### src/rtl/spi_dac_pkg.sv
// Shared definitions for the SPI DAC slave receiver.
//   DAC_FRAME_BITS : default frame length (sck falling edges per valid frame)
//   state_e        : receiver FSM states
//   CFG_*          : bit positions inside dac_cfg (frame bits [15:12])
package spi_dac_pkg;

  localparam int unsigned DAC_FRAME_BITS = 16;

  typedef enum logic [1:0] {
    WAIT_IDLE = 2'd0,
    IDLE      = 2'd1,
    SHIFT     = 2'd2,
    END       = 2'd3
  } state_e;

  localparam int unsigned CFG_AB   = 3;
  localparam int unsigned CFG_BUF  = 2;
  localparam int unsigned CFG_GA   = 1;
  localparam int unsigned CFG_SHDN = 0;

endpackage

### src/rtl/sync_ff.sv
// Multi-flop synchronizer for one asynchronous input.
//   clk, rst : system clock, synchronous active-high reset
//   d        : asynchronous input
//   q        : synchronized output (STAGES flops deep)
// Every stage resets to RST_VAL so the output starts at the line's idle level.
module sync_ff #(
  parameter int unsigned STAGES  = 2,
  parameter logic        RST_VAL = 1'b0
) (
  input  logic clk,
  input  logic rst,
  input  logic d,
  output logic q
);

  logic [STAGES-1:0] sync_q;
  logic [STAGES-1:0] sync_d;

  always_comb begin
    sync_d    = sync_q;
    sync_d[0] = d;
    for (int unsigned i = 1; i < STAGES; i++) begin
      sync_d[i] = sync_q[i-1];
    end
  end

  always_ff @(posedge clk) begin
    if (rst) begin
      sync_q <= {STAGES{RST_VAL}};
    end else begin
      sync_q <= sync_d;
    end
  end

  assign q = sync_q[STAGES-1];

endmodule

### src/rtl/spi_dac_slave_rx.sv
// SPI slave receiver for a 12-bit DAC command word (mode 0, MSB first).
//   clk, rst         : system clock, synchronous active-high reset
//   cs_n, sck, mosi  : asynchronous SPI inputs from the master
//   dac_data [11:0]  : frame bits [11:0] of the last valid frame
//   dac_cfg  [3:0]   : frame bits [15:12] of the last valid frame (AB, BUF, GA, SHDN)
//   frame_valid      : one-clk pulse when a frame of exactly FRAME_BITS bits is accepted
//   frame_err        : one-clk pulse when a malformed frame is discarded
//   busy             : high while shifting a frame
module spi_dac_slave_rx
  import spi_dac_pkg::*;
#(
  parameter int unsigned FRAME_BITS  = DAC_FRAME_BITS,
  parameter int unsigned SYNC_STAGES = 2
) (
  input  logic        clk,
  input  logic        rst,
  input  logic        cs_n,
  input  logic        sck,
  input  logic        mosi,
  output logic [11:0] dac_data,
  output logic [3:0]  dac_cfg,
  output logic        frame_valid,
  output logic        frame_err,
  output logic        busy
);

  localparam logic [4:0] COUNT_MAX = 5'd17;
  localparam logic [4:0] FRAME_CNT = 5'(FRAME_BITS);
  // Cycles cs_n must read high before leaving WAIT_IDLE. Must exceed the
  // synchronizer depth so the reset-forced idle level flushing out of the
  // chain cannot fake a cs_n falling edge mid-frame.
  localparam logic [4:0] SETTLE    = 5'(SYNC_STAGES + 1);

  logic cs_s, sck_s, mosi_s;

  sync_ff #(.STAGES(SYNC_STAGES), .RST_VAL(1'b1)) u_sync_cs (
    .clk(clk), .rst(rst), .d(cs_n), .q(cs_s)
  );
  sync_ff #(.STAGES(SYNC_STAGES), .RST_VAL(1'b0)) u_sync_sck (
    .clk(clk), .rst(rst), .d(sck), .q(sck_s)
  );
  sync_ff #(.STAGES(SYNC_STAGES), .RST_VAL(1'b0)) u_sync_mosi (
    .clk(clk), .rst(rst), .d(mosi), .q(mosi_s)
  );

  state_e      state_q, state_d;
  logic        cs_prev_q, cs_prev_d;
  logic        sck_prev_q, sck_prev_d;
  logic [15:0] shift_q, shift_d;
  logic [4:0]  count_q, count_d;
  logic        pend_q, pend_d;
  logic [11:0] dac_data_q, dac_data_d;
  logic [3:0]  dac_cfg_q, dac_cfg_d;
  logic        frame_valid_q, frame_valid_d;
  logic        frame_err_q, frame_err_d;
  logic        busy_q, busy_d;

  logic cs_rise, cs_fall, sck_fall;

  assign cs_rise  =  cs_s  & ~cs_prev_q;
  assign cs_fall  = ~cs_s  &  cs_prev_q;
  assign sck_fall = ~sck_s &  sck_prev_q;

  always_comb begin
    state_d       = state_q;
    cs_prev_d     = cs_s;
    sck_prev_d    = sck_s;
    shift_d       = shift_q;
    count_d       = count_q;
    pend_d        = 1'b0;
    dac_data_d    = dac_data_q;
    dac_cfg_d     = dac_cfg_q;
    frame_valid_d = 1'b0;
    frame_err_d   = 1'b0;

    case (state_q)
      WAIT_IDLE: begin
        // The bit counter doubles as the cs_n-high settle timer here.
        if (cs_s) begin
          if (count_q == SETTLE) begin
            state_d = IDLE;
            count_d = '0;
          end else begin
            count_d = count_q + 5'd1;
          end
        end else begin
          count_d = '0;
        end
      end
      IDLE: begin
        if (cs_fall || pend_q) begin
          state_d = SHIFT;
          shift_d = '0;
          count_d = '0;
        end
      end
      SHIFT: begin
        if (sck_fall) begin
          shift_d = {shift_q[14:0], mosi_s};
          if (count_q != COUNT_MAX) begin
            count_d = count_q + 5'd1;
          end
        end
        // Uses shift_d/count_d so a bit arriving with the cs_n rise counts.
        if (cs_rise) begin
          state_d = END;
          if (count_d == FRAME_CNT) begin
            dac_cfg_d     = shift_d[15:12];
            dac_data_d    = shift_d[11:0];
            frame_valid_d = 1'b1;
          end else begin
            frame_err_d   = 1'b1;
          end
        end
      end
      END: begin
        state_d = IDLE;
        // A new frame starting during END is remembered for IDLE.
        pend_d  = cs_fall;
      end
      default: state_d = WAIT_IDLE;
    endcase

    busy_d = (state_d == SHIFT);
  end

  always_ff @(posedge clk) begin
    if (rst) begin
      state_q       <= WAIT_IDLE;
      cs_prev_q     <= 1'b1;
      sck_prev_q    <= 1'b0;
      shift_q       <= '0;
      count_q       <= '0;
      pend_q        <= 1'b0;
      dac_data_q    <= '0;
      dac_cfg_q     <= '0;
      frame_valid_q <= 1'b0;
      frame_err_q   <= 1'b0;
      busy_q        <= 1'b0;
    end else begin
      state_q       <= state_d;
      cs_prev_q     <= cs_prev_d;
      sck_prev_q    <= sck_prev_d;
      shift_q       <= shift_d;
      count_q       <= count_d;
      pend_q        <= pend_d;
      dac_data_q    <= dac_data_d;
      dac_cfg_q     <= dac_cfg_d;
      frame_valid_q <= frame_valid_d;
      frame_err_q   <= frame_err_d;
      busy_q        <= busy_d;
    end
  end

  assign dac_data    = dac_data_q;
  assign dac_cfg     = dac_cfg_q;
  assign frame_valid = frame_valid_q;
  assign frame_err   = frame_err_q;
  assign busy        = busy_q;

endmodule

### config.mk
export PLATFORM = sky130hd
export DESIGN_NAME = spi_dac_slave_rx
export DESIGN_NICKNAME = d
export VERILOG_FILES = /design/src/rtl/spi_dac_pkg.sv /design/src/rtl/sync_ff.sv /design/src/rtl/spi_dac_slave_rx.sv
export SDC_FILE = /design/constraint.sdc
export NUM_CORES = 1
export LEC_CHECK = 0
export CELL_PAD_IN_SITES_DETAIL_PLACEMENT = 0
export CELL_PAD_IN_SITES_GLOBAL_PLACEMENT = 1
export CORE_MARGIN = 4
export CORE_UTILIZATION = 47
export CTS_CLUSTER_DIAMETER = 120
export DETAILED_ROUTE_END_ITERATION = 8
export DONT_BUFFER_PORTS = 1
export PLACE_DENSITY_LB_ADDON = 0.1
export RECOVER_POWER = 100
export SYNTH_ARGS = -nofsm -noshare
export SYNTH_HDL_FRONTEND = slang
export SYNTH_SLANG_ARGS = --single-unit
### constraint.sdc
create_clock -name clk -period 2.8 [get_ports clk]
set_clock_uncertainty 0.2 [all_clocks]
set_input_delay 0.42 -clock clk [delete_from_list [all_inputs] [get_ports clk]]
set_output_delay 0.42 -clock clk [all_outputs]
set_load 0.05 [all_outputs]
Word level (Yosys, flattened, before mapping)
Cells that the tools add are included.
- input bits: 5
- bits in registers: 51
- output and inout port bits: 19
- $add $sub $neg: 1
- bitwise gates (word level): 9
- equality and inequality tests: 8
- reduce and logical (&&, ||, !) cells: 9
- multiplexer cells: 17
- operators by type and width (kind ; number):
    16-bit 2-to-1 mux ; 2
    16-bit case mux with 2 select lines ; 1
    5-bit 2-to-1 mux ; 6
    5-bit case mux with 3 select lines ; 1
    2-bit 2-to-1 mux ; 4
    2-bit case mux with 4 select lines ; 1
    2-bit equality test (second input constant) ; 3
    1-bit NOT ; 6
    5-bit by 1-bit adder with 5-bit output (second input constant) ; 1
    5-bit by 2-bit equality test with 1-bit output (second input constant) ; 1
    5-bit equality test (second input constant) ; 1
    5-bit != test (second input constant) ; 1
    2-bit AND reduction ; 2
    1-bit bitwise AND ; 3
    3-bit AND reduction ; 1
    3-bit nonzero test ; 1
    3-bit OR reduction ; 1
    2-bit by 1-bit equality test with 1-bit output (second input constant) ; 1
    2-bit logical NOT ; 1
    1-bit 2-to-1 mux ; 2
    2-bit != test (second input constant) ; 1
    2-bit nonzero test ; 1
    2-bit OR reduction ; 1
    1-bit logical OR ; 1

Logic depth before layout (Yosys ltp)
Gate-level depths: netlist (run 1).
- word-level depth: 6
- mapped depth: 9
- depth with buffers taken out: 7

By module
A second synthesis (run 1) with hierarchy kept.
- cells, all modules: 295
- area, all modules: 2524.9 sq um
- modules (own cells, without submodules) (module ; area each (sq um) ; sequential area each (sq um) ; times used ; cells an instance):
    spi_dac_slave_rx ; 2367.3 ; 900.9 ; 1 ; 283
    sync_ff ; 52.6 ; 40.0 ; 3 ; 4

Worst setup path after synthesis (run 1)
No wires, ideal clock.
- path kind: register to register
- from: register count_q[0]
- to: register dac_cfg_q[3] (netlist: dac_cfg[3])
- slack: 0.729 ns
- clock period less this slack: 2.071 ns
- setup time: 0.116 ns
- cell stages (with the launch flop): 10
- data arrival time: 1.755 ns
- data required time: 2.484 ns
- cell sequence: dfxtp_1 ha_1 buf_2 xnor2_1 and3_1 a31oi_4 o21ba_1 buf_6 buf_6 o22a_2
- cells in the longest elaborated chain, start to end: 6
- ends and longest elaborated chain (element ; RTL line ; source):
    start, declared ; spi_dac_slave_rx.sv:50 ; logic [4:0] count_q, count_d;
    start signal, assigned ; spi_dac_slave_rx.sv:145 ; count_q <= count_d;
    5-bit by 1-bit adder with 5-bit output / 5-bit != test (equally long branches) ; spi_dac_slave_rx.sv:101, spi_dac_slave_rx.sv:100 ;
    5-bit 2-to-1 mux ; spi_dac_slave_rx.sv:100 ; if (count_q != COUNT_MAX) begin
    5-bit 2-to-1 mux (*) ; spi_dac_slave_rx.sv:98 ; if (sck_fall) begin
    5-bit 2-to-1 mux (*) ; spi_dac_slave_rx.sv:76 ; case (state_q)
    5-bit equality test (*) ; spi_dac_slave_rx.sv:107 ; if (count_d == FRAME_CNT) begin
    3-bit AND reduction (no line) (*) ; -- ;
    end signal, assigned ; spi_dac_slave_rx.sv:148 ; dac_cfg_q <= dac_cfg_d;
    end, declared ; spi_dac_slave_rx.sv:53 ; logic [3:0] dac_cfg_q, dac_cfg_d;
Mark *: on every way between the ends. The rest lies on a longest branch, timed or not. The select of a mux whose other input is x is not followed.
A chain may end at the register's enable or synchronous reset.

Final worst setup path (run 1)
- from: register count_q[0]
- to: register dac_data_q[10] (netlist: dac_data[10])
- cells in the longest elaborated chain, start to end: 6
- ends and longest elaborated chain (element ; RTL line ; source):
    5-bit by 1-bit adder with 5-bit output / 5-bit != test (equally long branches) ; spi_dac_slave_rx.sv:101, spi_dac_slave_rx.sv:100 ;
    5-bit 2-to-1 mux ; spi_dac_slave_rx.sv:100 ;
    5-bit 2-to-1 mux (*) ; spi_dac_slave_rx.sv:98 ;
    5-bit 2-to-1 mux (*) ; spi_dac_slave_rx.sv:76 ;
    5-bit equality test (*) ; spi_dac_slave_rx.sv:107 ;
    3-bit AND reduction (no line) (*) ; -- ;
    end signal, assigned ; spi_dac_slave_rx.sv:147 ; dac_data_q <= dac_data_d;
    end, declared ; spi_dac_slave_rx.sv:52 ; logic [11:0] dac_data_q, dac_data_d;
Marks and branches as above.

==> results by group, run 1 <==
Run status
  – Run status: completed

Setup path
  – Crit end category: flop
  – Arrival time at the worst endpoint: between 2000 and 2500 ps
  – R2R Path Start: count_q[0]
  – Maximum fanout along the worst path: 10
  – Cell count of the worst reg-to-reg path: 7
  – Crit path capture: dac_data[10]
  – Critical Path Start Type: flop
  – CP required: 2860 ps
  – Source of the critical timing path: count_q[0]
  – Critical setup path kind: reg -> reg
  – FF-to-FF setup slack: between 300 and 400 ps
  – Capturing point of the worst reg2reg path: dac_data[10]

Power
  – Worst vdd rail ir drop: around 0.48 mV
  – Total leakage power: ~0.00096 uW
  – Power density relative to cell area: 680.6 nW/um^2

Placement
  – Input/output buffers: 0
  – Global placement routability congestion: 0.8240
  – Total placed cells including tap cells: 319
  – Post-placement setup slack: 512.7 ps
  – Post-detailed-placement cell area: 2338 um^2
  – Detail Placement HPWL: 3065 um

Drt
  – Number of DRC violations after detailed routing: 0
  – Post-DRT Antenna Nets: 0
  – Drt pass-1 iters: 4
  – Average wire per cell in the routed design: ~14 um
  – Via total after detailed routing: 1791
  – Average vias per placed instance: approximately 5.4
  – First-iteration detailed-routing DRC count: 103
  – Post-Route WL: 4762 um

Clocking
  – TritonCTS clock tree: done
  – Longest Clk Path Bufs: 2
  – CTS sink count: 51
  – CTS clk-pin slew, worst paths: 90 ps
  – Hold buffer count at cts: 1
  – Clock buffers created by TritonCTS: 5
  – Buffer count from post-CTS setup fixing: 0
  – Clk_lat worst skew: 300 ps
  – Number of levels the H-tree was split into: 2
  – Number of cells upsized or downsized after cts: 0
  – Library cell used as clock root buffer: sky130_fd_sc_hd__clkbuf_8

Layout
  – Post-route insts no fill: 330
  – Summed area of non-filler cells in the final layout: around 2500 um^2
  – Fin nets: 273
  – Area growth from synthesis to final layout: 5.064%
  – Ratio of cells with drive above 1 in the final layout: 0.1407
  – ANT cells: 0

Logic synthesis
  – Average size of a mapped cell: about 8.8 um^2
  – Flop and latch count out of synthesis: 51
  – Synthesis Warnings: 0
  – Number of flops mapped to enable cells by yosys: 0
  – Sequential-to-total area share from yosys stat: 0.4350
  – Mapped Area: between 2000 and 2500 um^2
  – Netlist cell types: 42
  – Post-Synthesis Cells: 266
  – Async set-reset flop share out of synthesis: 0
  – Syn nets: 277
  – Dominant register cell in the synthesized netlist: sky130_fd_sc_hd__dfxtp_1

STA
  – Highest clock frequency the design can meet: about 400 MHz
  – Final setup violation count: 0
  – Final setup margin: 364.1 ps
  – Unrepaired setup endpoints after global routing: no
  – Transition time at the pin with the least slew margin: 1331 ps
  – Number of hold-slack violations in the final timing report: 0
  – Slew Limit Headroom: 0.1128
  – Final min period: 2436 ps
  – Slew Limit Fails: 0
  – Period utilization: 0.8700
  – Sum of negative setup slack: 0 ps

Global route
  – GRT Residual Overflow: 0
  – Global Route Usage Sum: 0.1647
  – Antenna violations before repair: 0
  – Number of global-route vias before repair: between 1500 and 2000
  – First-pass GRT wire length: between 8000 and 9000 um
  – Largest net degree at the start of global routing: 30

Die
  – IO Count: 24
  – Die Height: between 70 and 80 um
  – Standard-cell row count: 25
  – Standard cell core area: 4786 um^2
  – Starting Density: 0.4905
  – X dimension of the die: slightly below 80 um
  – Area of the die: 6189 um^2

Min path
  – Type of the tightest min-delay check: in -> reg

Run
  – Count of maximum capacitance violations: 0
[cell type report]
class / instances / area, um^2
clock buffers: 6 / 82.58
clock inverters: 2 / 38.79
fillers: 486 / 2320
inverters: 7 / 26.28
multi-input cells: 190 / 1162
flip-flops and latches: 51 / 1021
well taps: 67 / 83.83
repair buffers: 7 / 51.30
[state kept, by name, summed over array words and instances, names as in the netlist]
register and flops:
shift_q 16, dac_cfg 4, frame_err 1, pend_q 1, state_q 2, frame_valid 1
sck_prev_q 1, count_q 5, dac_data 12, u_sync_mosi.sync_q 2, u_sync_cs.sync_q 2, u_sync_sck.sync_q 2
cs_prev_q 1, busy 1
[routing by layer]
layer	global-route usage	up-vias	wire, um
met3	0.04014	4	215
met5	0	-	0
met2	0.2385	34	2007
met1	0.2407	830	2499
met4	0.04720	0	40
li1	-	923	-
[synth_stat cells (2+ instances only)]
cell type	instances	area share
sky130_fd_sc_hd__and2_1	2	0.0053
sky130_fd_sc_hd__inv_1	7	0.011
sky130_fd_sc_hd__nor3_1	24	0.051
sky130_fd_sc_hd__nor2_1	56	0.090
sky130_fd_sc_hd__a21oi_1	10	0.021
sky130_fd_sc_hd__clkbuf_1	8	0.013
sky130_fd_sc_hd__and3_1	3	0.0080
sky130_fd_sc_hd__dfxtp_1	51	0.43
sky130_fd_sc_hd__buf_6	5	0.024
sky130_fd_sc_hd__a31oi_1	3	0.0080
sky130_fd_sc_hd__nand2_1	7	0.011
sky130_fd_sc_hd__nor2b_1	8	0.021
sky130_fd_sc_hd__nand2b_1	5	0.013
sky130_fd_sc_hd__or3_1	2	0.0053
sky130_fd_sc_hd__nand4_1	2	0.0053
sky130_fd_sc_hd__a22oi_1	16	0.051
sky130_fd_sc_hd__or2_2	3	0.0080
sky130_fd_sc_hd__ha_1	6	0.032
sky130_fd_sc_hd__nand3_1	2	0.0043
sky130_fd_sc_hd__o21ai_0	5	0.011
sky130_fd_sc_hd__buf_2	3	0.0064
sky130_fd_sc_hd__xnor2_1	2	0.0075
sky130_fd_sc_hd__a21boi_0	2	0.0064
sky130_fd_sc_hd__o22a_2	16	0.068
[through the flow]
stage	util	total power, uW	hold WS [ps]
6_report	0.5153	1679	6.168
5_1_grt	0.5153	1783	3.442
4_1_cts	0.5182	1710	0.2220
3_5_place_dp	0.4886	1155	198.9
3_3_place_gp	0.4886	1158	196.2
2_1_floorplan	-	1100	189.5
[power by group]
group          switching, uW  internal [uW]  leakage (uW)  total [uW]
combinational            216            139      0.000485         356
sequential              32.1            748      0.000413         780
clock                    248            294     0.0000618         543
total                    497           1180      0.000960        1680
[worst min path at each step]
stage                   startpoint                   to  slack (ps)  cells past startpoint
6_report                       rst            frame_err           6                      1
5_1_grt                        rst            frame_err           3                      1
4_1_cts                        rst            frame_err         0.2                      1
3_5_place_dp   u_sync_cs.sync_q[0]  u_sync_cs.sync_q[1]         200                      1
3_3_place_gp   u_sync_cs.sync_q[0]  u_sync_cs.sync_q[1]         200                      1
2_1_floorplan  u_sync_cs.sync_q[0]  u_sync_cs.sync_q[1]         190                      1
[logic make-up (layout without fill, tap and decap cells)]
kind of cell    Yosys count  after routing  synth area share
simple gates            120            120            0.2447
xor+xnor                  2              2          0.007464
fa+ha+maj                 6              6           0.03198
mux                       1              1          0.004797
flops                    51             51            0.4350
compound gates           61             61            0.2127
buf+inv                  25             22           0.06343
[placed cells by master (no fill, tap or decap), types with 4 or more instances in the layout]
cell | netlist | routed
sky130_fd_sc_hd__nor2_1 | 56 | 56
sky130_fd_sc_hd__nor3_1 | 24 | 24
sky130_fd_sc_hd__a21oi_1 | 10 | 10
sky130_fd_sc_hd__a22oi_1 | 16 | 16
sky130_fd_sc_hd__clkbuf_8 | 1 | 6
sky130_fd_sc_hd__inv_1 | 7 | 7
sky130_fd_sc_hd__nand2b_1 | 5 | 5
sky130_fd_sc_hd__dfxtp_1 | 51 | 51
sky130_fd_sc_hd__o22a_2 | 16 | 16
sky130_fd_sc_hd__a31oi_1 | 3 | 4
sky130_fd_sc_hd__nand2_1 | 7 | 7
sky130_fd_sc_hd__nor2b_1 | 8 | 8
sky130_fd_sc_hd__ha_1 | 6 | 6
sky130_fd_sc_hd__o21ai_0 | 5 | 5
[worst max-delay path: stages (launching register included)]
cell	delay [ps]
sky130_fd_sc_hd__dfxtp_1	470
sky130_fd_sc_hd__ha_1	340
sky130_fd_sc_hd__xnor2_1	150
sky130_fd_sc_hd__and3_1	170
sky130_fd_sc_hd__a31oi_1	170
sky130_fd_sc_hd__a211oi_4	390
sky130_fd_sc_hd__clkbuf_2	310
sky130_fd_sc_hd__o22a_2	170
Power figures use the tool's default switching activity.
==> inputs of run 2 (changes only) <==
--- a/config.mk
+++ b/config.mk
@@ -12,6 +12,7 @@
 export CTS_CLUSTER_DIAMETER = 120
 export DETAILED_ROUTE_END_ITERATION = 8
 export DONT_BUFFER_PORTS = 1
+export GPL_TIMING_DRIVEN = 0
 export PLACE_DENSITY_LB_ADDON = 0.1
 export RECOVER_POWER = 100
 export SYNTH_ARGS = -nofsm -noshare
==> run 2 against run 1 <==
Wire length increased by 3.2%. Critical path depth increased by 2. Sequential power about the same. Final cell count increased by 3.6%. Register-to-register slack about the same. Critical endpoint is now dac_data[2]. Cell area increased by 2.9%. Combinational power increased by 5.9%. Die area unchanged. Maximum frequency decreased by 0.30%. Hold slack improved by 13 ps. Clock-buffer cell count unchanged. Clock power about the same.
==> results by group, run 2 (synthesized netlist as in run 1, its figures left out) <==
Run status
  – Run status: completed

Setup path
  – Total buffers and inverters traversed by the critical path: 3
  – Crit end category: flop
  – Path length in cells of the critical path: 9
  – Critical setup path kind: reg -> reg
  – CP required: 2850 ps
  – Arrival time at the worst endpoint: 2490 ps
  – Cell mode on critical path: sky130_fd_sc_hd__buf_6
  – Standard cell with the maximum stage delay on the critical path: sky130_fd_sc_hd__dfxtp_1
  – Ordered cell list for the critical path: ha_1, buf_2, xnor2_1, o22ai_2, a31oi_1, o21ba_1, buf_6, buf_6, o22a_2
  – Critical Path Start Type: flop
  – Maximum single-stage delay on the critical path: 480 ps
  – Cell type group with the largest total delay on the critical path: compound AO/OA/AOI/OAI gates
  – Cell count of the worst reg-to-reg path: 9
  – Maximum fanout along the worst path: 10

Global route
  – Antenna violations before repair: 0
  – GRT Residual Overflow: 0
  – First-pass GRT wire length: 8217 um
  – Largest net degree at the start of global routing: 17
  – Global Route Usage Sum: 0.1656
  – Number of global-route vias before repair: 1702

Die
  – Standard-cell row count: 25
  – Area of the die: 6189 um^2
  – Die Height: 78.67 um
  – Standard cell core area: ~4800 um^2
  – Starting Density: 0.4905
  – X dimension of the die: 78.67 um
  – IO Count: 24

Power
  – Total leakage power: 0.0009980 uW
  – Power density relative to cell area: 670.9 nW/um^2
  – Cell-internal power: 1192 uW
  – Worst vdd rail ir drop: about 0.34 mV
  – Sw Ratio: 0.3000
  – Proportion of power drawn by flip-flops and latches: 0.458
  – Proportion of power drawn by combinational gates: 0.222
  – Reported net switching power: 510.8 uW
  – Relative contribution of the clock network to total power: 0.321

Placement
  – Input/output buffers: 0
  – Post-detailed-placement cell area: approximately 2400 um^2
  – Total placed cells including tap cells: 333
  – Detail Placement HPWL: between 3000 and 4000 um
  – Global placement routability congestion: ~0.85

Layout
  – Most flop-heavy register: shift_q
  – Max FFs per register: 16
  – Fin nets: 285
  – Layout fillers: 460
  – Area growth from synthesis to final layout: 8.102%
  – Commonest cells after routing, fill and taps aside: sky130_fd_sc_hd__nor2_1, sky130_fd_sc_hd__dfxtp_1, sky130_fd_sc_hd__nor3_1
  – ANT cells: 0
  – Most frequent standard cell in the layout excluding fill and tap cells: sky130_fd_sc_hd__nor2_1
  – Ratio of cells with drive above 1 in the final layout: 0.1527
  – Post-route insts no fill: 342
  – Summed area of non-filler cells in the final layout: approximately 2500 um^2

Drt
  – Post-Route WL: 4916 um
  – Via total after detailed routing: between 1500 and 2000
  – Average vias per placed instance: approximately 5.3
  – Post-DRT Antenna Nets: 0
  – Drt pass-1 iters: 4
  – Number of DRC violations after detailed routing: 0
  – Average wire per cell in the routed design: roughly 14 um
  – First-iteration detailed-routing DRC count: 106

STA
  – Final setup violation count: 0
  – Number of hold-slack violations in the final timing report: 0
  – Minimum hold slack: about 19 ps
  – Unrepaired setup endpoints after global routing: no
  – Period utilization: 0.8726
  – Transition time at the pin with the least slew margin: 535.1 ps
  – Final min period: 2443 ps
  – Sum of negative setup slack: 0 ps
  – Slew Limit Headroom: 0.6428
  – Slew Limit Fails: 0
  – Highest clock frequency the design can meet: a little over 400 MHz

Run
  – Count of maximum capacitance violations: 0

Clocking
  – Library cell used as clock root buffer: sky130_fd_sc_hd__clkbuf_8
  – CTS sink count: 51
  – TritonCTS clock tree: done
  – Clk_lat worst skew: 300 ps
  – Longest Clk Path Bufs: 2
  – Number of levels the H-tree was split into: 2
  – Clock buffers created by TritonCTS: 5
  – Buffer count from post-CTS setup fixing: 0
  – CTS clk-pin slew, worst paths: 100 ps

Min path
  – Type of the tightest min-delay check: in -> reg
  – Count of cells along the worst hold path: 1
run 2: changes by cell type in the layout (fill, tap and decap cells not counted), sizes merged:
cell	previous run	this run
buf	3	9
clkbuf	8	15
dlygate4sd3	2	1
run 2: final cells by class:
class | instances | area (um^2) | area share
Clock inverter | 2 | 38.79 | 0.01529
Timing Repair Buffer | 1 | 10.01 | 0.003945
Clock buffer | 6 | 82.58 | 0.03254
Buffer | 18 | 112.6 | 0.04438
Tap cell | 67 | 83.83 | 0.03304
Sequential cell | 51 | 1021 | 0.4024
Multi-Input combinational cell | 190 | 1162 | 0.4581
Inverter | 7 | 26.28 | 0.01036
run 2: power groups by stage:
| stage | combinational [uW] | sequential, uW | clock (uW) |
|---|---|---|---|
| global route | 418 | 785 | 586 |
| detailed placement | 389 | 796 | 0 |
| floorplan | 313 | 787 | 0 |
| finish | 377 | 779 | 546 |
| global placement | 393 | 795 | 0 |
| CTS | 392 | 779 | 562 |
run 2: through the flow:
step	util	power, uW	worst slack [ps]
after floorplan	-	1100	729.4
after global placement	0.5080	1188	459.7
after detailed placement	0.5080	1185	470.1
after CTS	0.5354	1733	436.7
after global routing	0.5302	1789	216.3
final	0.5302	1702	356.8
run 2: path summary, 6_finish.rpt:
path	from	slack, ps	endpoint
hold / removal	cs_n	20	u_sync_cs.sync_q[0]
hold reg to reg	u_sync_cs.sync_q[0]	220	u_sync_cs.sync_q[1]
setup reg to reg	count_q[0]	360	dac_data[2]
setup / recovery	count_q[0]	360	dac_data[2]
run 2: routing by layer:
layer	track usage	part of all wire	up-vias
met1	0.2265	0.52	818
li1	-	-	947
met2	0.2504	0.42	39
met3	0.05275	0.057	6
met5	0	0	-
met4	0.04545	0.0094	0
run 2: what timing repair did:
| item | 4_1_cts | 5_1_grt |
|---|---|---|
| resized for setup | 0 | 0 |
| endpoints found under the hold margin | 1 | 0 |
| hold buffers | 1 | 0 |
